<file path="config.mk">
export PLATFORM = sky130hd
export DESIGN_NAME = idex_hazard_ctrl
export DESIGN_NICKNAME = d
export VERILOG_FILES = /design/src/rtl/riscv_pipe_pkg.sv /design/src/rtl/fwd_sel_unit.sv /design/src/rtl/idex_hazard_ctrl.sv
export SDC_FILE = /design/constraint.sdc
export NUM_CORES = 1
export LEC_CHECK = 0
export BUFFER_PORTS_ARGS = -buffer_cell sky130_fd_sc_hd__buf_2
export CAP_MARGIN = 20
export CORE_AREA = 2 2 56 58
export CTS_BUF_LIST = sky130_fd_sc_hd__clkbuf_4 sky130_fd_sc_hd__clkbuf_8 sky130_fd_sc_hd__clkbuf_16
export DETAILED_ROUTE_END_ITERATION = 8
export DIE_AREA = 0 0 58 60
export GPL_ROUTABILITY_DRIVEN = 0
export PLACE_DENSITY = 0.83
export SLEW_MARGIN = 10
export SYNTH_ARGS = -nofsm -noshare
export SYNTH_HDL_FRONTEND = slang
export SYNTH_SLANG_ARGS = --single-unit
</file>
<file path="constraint.sdc">
create_clock -name clk -period 4.6 [get_ports clk]
set_clock_uncertainty 0.2 [all_clocks]
set_input_delay 0 -clock clk [delete_from_list [all_inputs] [get_ports clk]]
set_output_delay 0 -clock clk [all_outputs]
set_load 0.01 [all_outputs]
</file>
<file path="src/rtl/riscv_pipe_pkg.sv">
// Shared pipeline constants: ctrl-vector bit positions, forwarding select codes and
// hazard-controller state encoding.
package riscv_pipe_pkg;

  localparam int unsigned CTRL_WIDTH_DEF    = 16;
  localparam int unsigned MEM_READ_BIT_DEF  = 3;
  localparam int unsigned REG_WRITE_BIT_DEF = 0;

  localparam logic [1:0] FWD_RF    = 2'b00;
  localparam logic [1:0] FWD_EXMEM = 2'b01;
  localparam logic [1:0] FWD_MEMWB = 2'b10;

  typedef enum logic [1:0] {
    StRun       = 2'b00,
    StLoadStall = 2'b01,
    StFlush     = 2'b10,
    StMemWait   = 2'b11
  } hazard_state_e;

endpackage

</file>
<file path="src/rtl/fwd_sel_unit.sv">
// Forwarding select for one EX operand: youngest producer (EX/MEM) wins over MEM/WB,
// and x0 is never forwarded.
module fwd_sel_unit
  import riscv_pipe_pkg::*;
(
  input  logic [4:0] src_reg,
  input  logic [4:0] exmem_wr_reg,
  input  logic       exmem_reg_write,
  input  logic [4:0] memwb_wr_reg,
  input  logic       memwb_reg_write,
  output logic [1:0] fwd_sel
);

  always_comb begin
    fwd_sel = FWD_RF;
    if (exmem_reg_write && (exmem_wr_reg != 5'd0) && (exmem_wr_reg == src_reg)) begin
      fwd_sel = FWD_EXMEM;
    end else if (memwb_reg_write && (memwb_wr_reg != 5'd0) && (memwb_wr_reg == src_reg)) begin
      fwd_sel = FWD_MEMWB;
    end
  end

endmodule

</file>
<file path="src/rtl/idex_hazard_ctrl.sv">
// ID/EX hazard control: load-use stall, taken-branch flush, data-memory wait freeze and
// operand forwarding. Optional perf counters under HAZARD_PERF_CNT_EN.
module idex_hazard_ctrl
  import riscv_pipe_pkg::*;
#(
  parameter int unsigned CTRL_WIDTH    = CTRL_WIDTH_DEF,
  parameter int unsigned MEM_READ_BIT  = MEM_READ_BIT_DEF,
  parameter int unsigned REG_WRITE_BIT = REG_WRITE_BIT_DEF
) (
  input  logic                  clk,
  input  logic                  rst,
  input  logic [4:0]            id_rs1_i,
  input  logic [4:0]            id_rs2_i,
  input  logic [1:0]            id_rs_used_i,
  input  logic [4:0]            idex_wr_reg_i,
  input  logic [CTRL_WIDTH-1:0] idex_ctrl_i,
  input  logic [4:0]            exmem_wr_reg_i,
  input  logic [CTRL_WIDTH-1:0] exmem_ctrl_i,
  input  logic [4:0]            memwb_wr_reg_i,
  input  logic [CTRL_WIDTH-1:0] memwb_ctrl_i,
  input  logic                  branch_taken_i,
  input  logic                  dmem_req_i,
  input  logic                  dmem_ready_i,
  output logic                  pc_hold_o,
  output logic                  ifid_hold_o,
  output logic                  ifid_flush_o,
  output logic                  idex_bubble_o,
  output logic                  pipe_freeze_o,
  output logic [1:0]            fwd_a_sel_o,
  output logic [1:0]            fwd_b_sel_o
`ifdef HAZARD_PERF_CNT_EN
  ,
  output logic [31:0]           stall_cnt_o,
  output logic [31:0]           flush_cnt_o,
  output logic [31:0]           wait_cnt_o
`endif
);

  hazard_state_e state_q, state_d;
  logic [4:0]    src_rs1_q, src_rs2_q;
  logic          mem_wait, branch_flush, load_use, rs_hit;
  logic          pc_hold, ifid_hold, ifid_flush, idex_bubble, pipe_freeze;
  logic [1:0]    fwd_a, fwd_b;
  logic          unused_ctrl;

  assign unused_ctrl = ^{idex_ctrl_i, exmem_ctrl_i, memwb_ctrl_i};

  assign rs_hit = (id_rs_used_i[0] && (id_rs1_i == idex_wr_reg_i)) ||
                  (id_rs_used_i[1] && (id_rs2_i == idex_wr_reg_i));

  always_comb begin
    mem_wait     = dmem_req_i & ~dmem_ready_i;
    branch_flush = ~mem_wait & branch_taken_i;
    // The bubble already sits in ID/EX while in LoadStall, so never stall twice in a row.
    load_use     = ~mem_wait & ~branch_taken_i & (state_q != StLoadStall) &
                   idex_ctrl_i[MEM_READ_BIT] & idex_ctrl_i[REG_WRITE_BIT] &
                   (idex_wr_reg_i != 5'd0) & rs_hit;

    state_d     = StRun;
    pc_hold     = 1'b0;
    ifid_hold   = 1'b0;
    ifid_flush  = 1'b0;
    idex_bubble = 1'b0;
    pipe_freeze = 1'b0;

    if (mem_wait) begin
      pc_hold     = 1'b1;
      ifid_hold   = 1'b1;
      pipe_freeze = 1'b1;
      state_d     = StMemWait;
    end else if (branch_flush) begin
      ifid_flush  = 1'b1;
      idex_bubble = 1'b1;
      state_d     = StFlush;
    end else if (load_use) begin
      pc_hold     = 1'b1;
      ifid_hold   = 1'b1;
      idex_bubble = 1'b1;
      state_d     = StLoadStall;
    end
  end

  fwd_sel_unit u_fwd_a (
    .src_reg         (src_rs1_q),
    .exmem_wr_reg    (exmem_wr_reg_i),
    .exmem_reg_write (exmem_ctrl_i[REG_WRITE_BIT]),
    .memwb_wr_reg    (memwb_wr_reg_i),
    .memwb_reg_write (memwb_ctrl_i[REG_WRITE_BIT]),
    .fwd_sel         (fwd_a)
  );

  fwd_sel_unit u_fwd_b (
    .src_reg         (src_rs2_q),
    .exmem_wr_reg    (exmem_wr_reg_i),
    .exmem_reg_write (exmem_ctrl_i[REG_WRITE_BIT]),
    .memwb_wr_reg    (memwb_wr_reg_i),
    .memwb_reg_write (memwb_ctrl_i[REG_WRITE_BIT]),
    .fwd_sel         (fwd_b)
  );

  always_comb begin
    pc_hold_o     = pc_hold & ~rst;
    ifid_hold_o   = ifid_hold & ~rst;
    ifid_flush_o  = ifid_flush & ~rst;
    idex_bubble_o = idex_bubble & ~rst;
    pipe_freeze_o = pipe_freeze & ~rst;
    fwd_a_sel_o   = rst ? FWD_RF : fwd_a;
    fwd_b_sel_o   = rst ? FWD_RF : fwd_b;
  end

  always_ff @(posedge clk or posedge rst) begin
    if (rst) begin
      state_q <= StRun;
    end else begin
      state_q <= state_d;
    end
  end

  // Shadow of the ID/EX source fields: follows ID whenever ID/EX is allowed to advance.
  always_ff @(posedge clk or posedge rst) begin
    if (rst) begin
      src_rs1_q <= 5'd0;
      src_rs2_q <= 5'd0;
    end else if (!ifid_hold && !pipe_freeze) begin
      src_rs1_q <= id_rs1_i;
      src_rs2_q <= id_rs2_i;
    end
  end

`ifdef HAZARD_PERF_CNT_EN
  logic [31:0] stall_cnt_q, flush_cnt_q, wait_cnt_q;

  always_ff @(posedge clk or posedge rst) begin
    if (rst) begin
      stall_cnt_q <= 32'd0;
      flush_cnt_q <= 32'd0;
      wait_cnt_q  <= 32'd0;
    end else begin
      if (load_use)     stall_cnt_q <= stall_cnt_q + 32'd1;
      if (branch_flush) flush_cnt_q <= flush_cnt_q + 32'd1;
      if (mem_wait)     wait_cnt_q  <= wait_cnt_q + 32'd1;
    end
  end

  assign stall_cnt_o = stall_cnt_q;
  assign flush_cnt_o = flush_cnt_q;
  assign wait_cnt_o  = wait_cnt_q;
`endif

endmodule
</file>
==> impl_metrics.tcl <==
set metrics [dict create \
    clk_path_buf_depth 2 \
    hpwlAfterDp_um 1940 \
    final_core_util_pct 45.3 \
    syn_avg_cell_area_um2 9.95 \
    grt_usage_pct 15.4 \
    post-cts-setup-buffer-count 0 \
    place_ws_ps 2510 \
    worstSetupPathType "input pin to output port" \
    startpoint_type "input pin" \
    vias 855 \
    cp_max_fo 14 \
    synth_common_cells "xnor2_1, dfrtp_1, mux2_2" \
    maxCapViolations 0 \
    ys.flop_type "dfrtp_1" \
    placementRows 20 \
    leakagePower_nw 0.579 \
    cts_tree "built" \
    async_flop_share_pct 100 \
    cp.required_ps 4400 \
    power_density_nw_per_um2 225 \
    crit_arrival_ps 2130 \
    fin_crit_sh_pct 50.7 \
    status "finished clean" \
    seq_area_frac_synth_pct 33.1 \
    initial_core_util_pct 31.2 \
    rsz0062_at_grt "no" \
    synth_edf_count 0 \
    antenna_found_initial 0 \
    clock-sinks 12 \
    end_kind "output port" \
    totalWireLength_um 2400 \
    synth.most_common_cell "xnor2_1" \
    finalSetupViolations 0 \
    cts_resized 0 \
    die_h_um 60 \
    ys_ff_latch 12 \
    netlist_area_um2 906 \
    drive_above_1_share_pct 40.0 \
    timing.slew.headroom_pct 56.5 \
    hold_class "input pin to asynchronous set/reset pin" \
    core_um2 2900 \
    root_buffer "clkbuf_4" \
    max_freq_mhz 429 \
    tightestPinTransition_ps 653 \
    maxSlewViolCount 0 \
    syn_nets 171 \
    drtPass1Iterations 4 \
    cts_hold_buffers 13 \
    totalNegativeSetupSlack_ps 0 \
    yosys_warnings 0 \
    diodes 0 \
    io_buffers 44 \
    drt_iter0_drc 14 \
    die_area_um2 3480 \
    synth_area_leaders "dfrtp_1, xnor2_1, mux2_2, xor2_1, or4_1" \
    wl_per_cell_um 13.1 \
    synth_cell_types 24 \
    die_w_um 58 \
    reg2regPathDepth 5 \
    ioPinCount 89 \
    ir_drop_v 0.000120 \
    grt_pass1_vias 927 \
    area_growth_pct 45.2 \
    nFillCells 277 \
    postRouteAntennaNets 0 \
    timing.hold.ws_ps 135 \
    grt_pass1_wl_um 4100 \
    yosys.area.top_type "dfrtp_1" \
    drc_errors 0 \
    h-tree-depth 1 \
    clk_pin_slew_ps 70 \
    yosys.area.top_type_share_pct 33.1 \
    syn_inst 91 \
    grt-ovfl-total 0 \
    final.min_clock_period_ps 2330 \
    finalPower_w 0.000296 \
    hold_viol 0 \
    fin_ws_ps 2270 \
    worstSkewPairLatency_ps 280 \
    via_per_inst 4.67 \
    nets 231 \
    grt_start_max_net_pins 15 \
    numCtsBuffers 3 \
]
==> critical path, stage by stage <==
cell,delay [ps]
dlygate4sd3_1,530
buf_2,160
inv_1,370
o211ai_1,180
or4_1,540
nor4_1,170
buf_2,180
==> state kept, by name, indices dropped and copies added (netlist names) <==
register and count:
src_rs1_q 5, src_rs2_q 5, state_q 2
==> per-layer routing <==
layer	GRT usage (%)	routed length, um	up-vias
met5	0	0	-
met4	4.98	28	0
met3	2.38	114	2
met2	28.6	1240	25
met1	18.0	1020	393
li1	-	-	435
==> area by class of cell <==
cell class	instances	area, um2	area share [%]
clock buffer	4	36.3	2.76
timing repair buffer	57	350	26.6
multi-input combinational	74	576	43.8
sequential	12	300	22.8
tap	33	41.3	3.14
inverter	3	11.3	0.856
==> cell families (layout without fill, tap and decap cells) <==
logic type | after synthesis | in the layout | synth area share (%)
and+or+nand+nor | 28 | 28 | 17.7
buffers and inverters | 5 | 64 | 3.32
AOI/OAI and AO/OA | 6 | 6 | 4.42
DFF | 12 | 12 | 33.1
muxes | 10 | 10 | 12.4
xor gates and xnor gates | 30 | 30 | 29.0
==> cells in the final DEF (no fill, tap or decap), drive strengths merged <==
cell type	synthesis	routed
nor2b	1	1
o21ai	1	1
mux2	10	10
or2	1	1
nor3	6	6
nand4	2	2
nor2	2	2
a21oi	2	2
clkbuf	0	4
dfrtp	12	12
xor2	8	8
o211ai	2	2
dlygate4sd3	0	13
o22ai	1	1
or4	4	4
and2	1	1
xnor2	22	22
nand2	4	4
nand3	3	3
nor4	3	3
buf	2	44
nor3b	1	1
inv	3	3
==> through the flow <==
step	instances	cell area, um2
finish	183	1320
CTS	183	1320
global placement	166	1150
global route	183	1320
floorplan	91	906
detailed placement	166	1150
==> report_power, final <==
| group | switching, W | internal (W) |
|---|---|---|
| Sequential | 0.0000102 | 0.000114 |
| Combinational | 0.0000379 | 0.0000503 |
| Clock | 0.0000351 | 0.0000482 |
| Total | 0.0000831 | 0.000213 |
==> worst paths after layout <==
kind / startpoint / end / slack (ps)
min reg2reg: src_rs2_q[0] / src_rs2_q[0] / 400
max reg2reg: state_q[0] / src_rs2_q[1] / 2700
min in group clk: memwb_ctrl_i[0] / fwd_a_sel_o[1] / 190
max in group asynchronous: rst / src_rs2_q[4] / 3730
max: rst / fwd_b_sel_o[1] / 2270
min: rst / src_rs1_q[0] / 140
No activity file was read; power rests on OpenSTA's default activity.
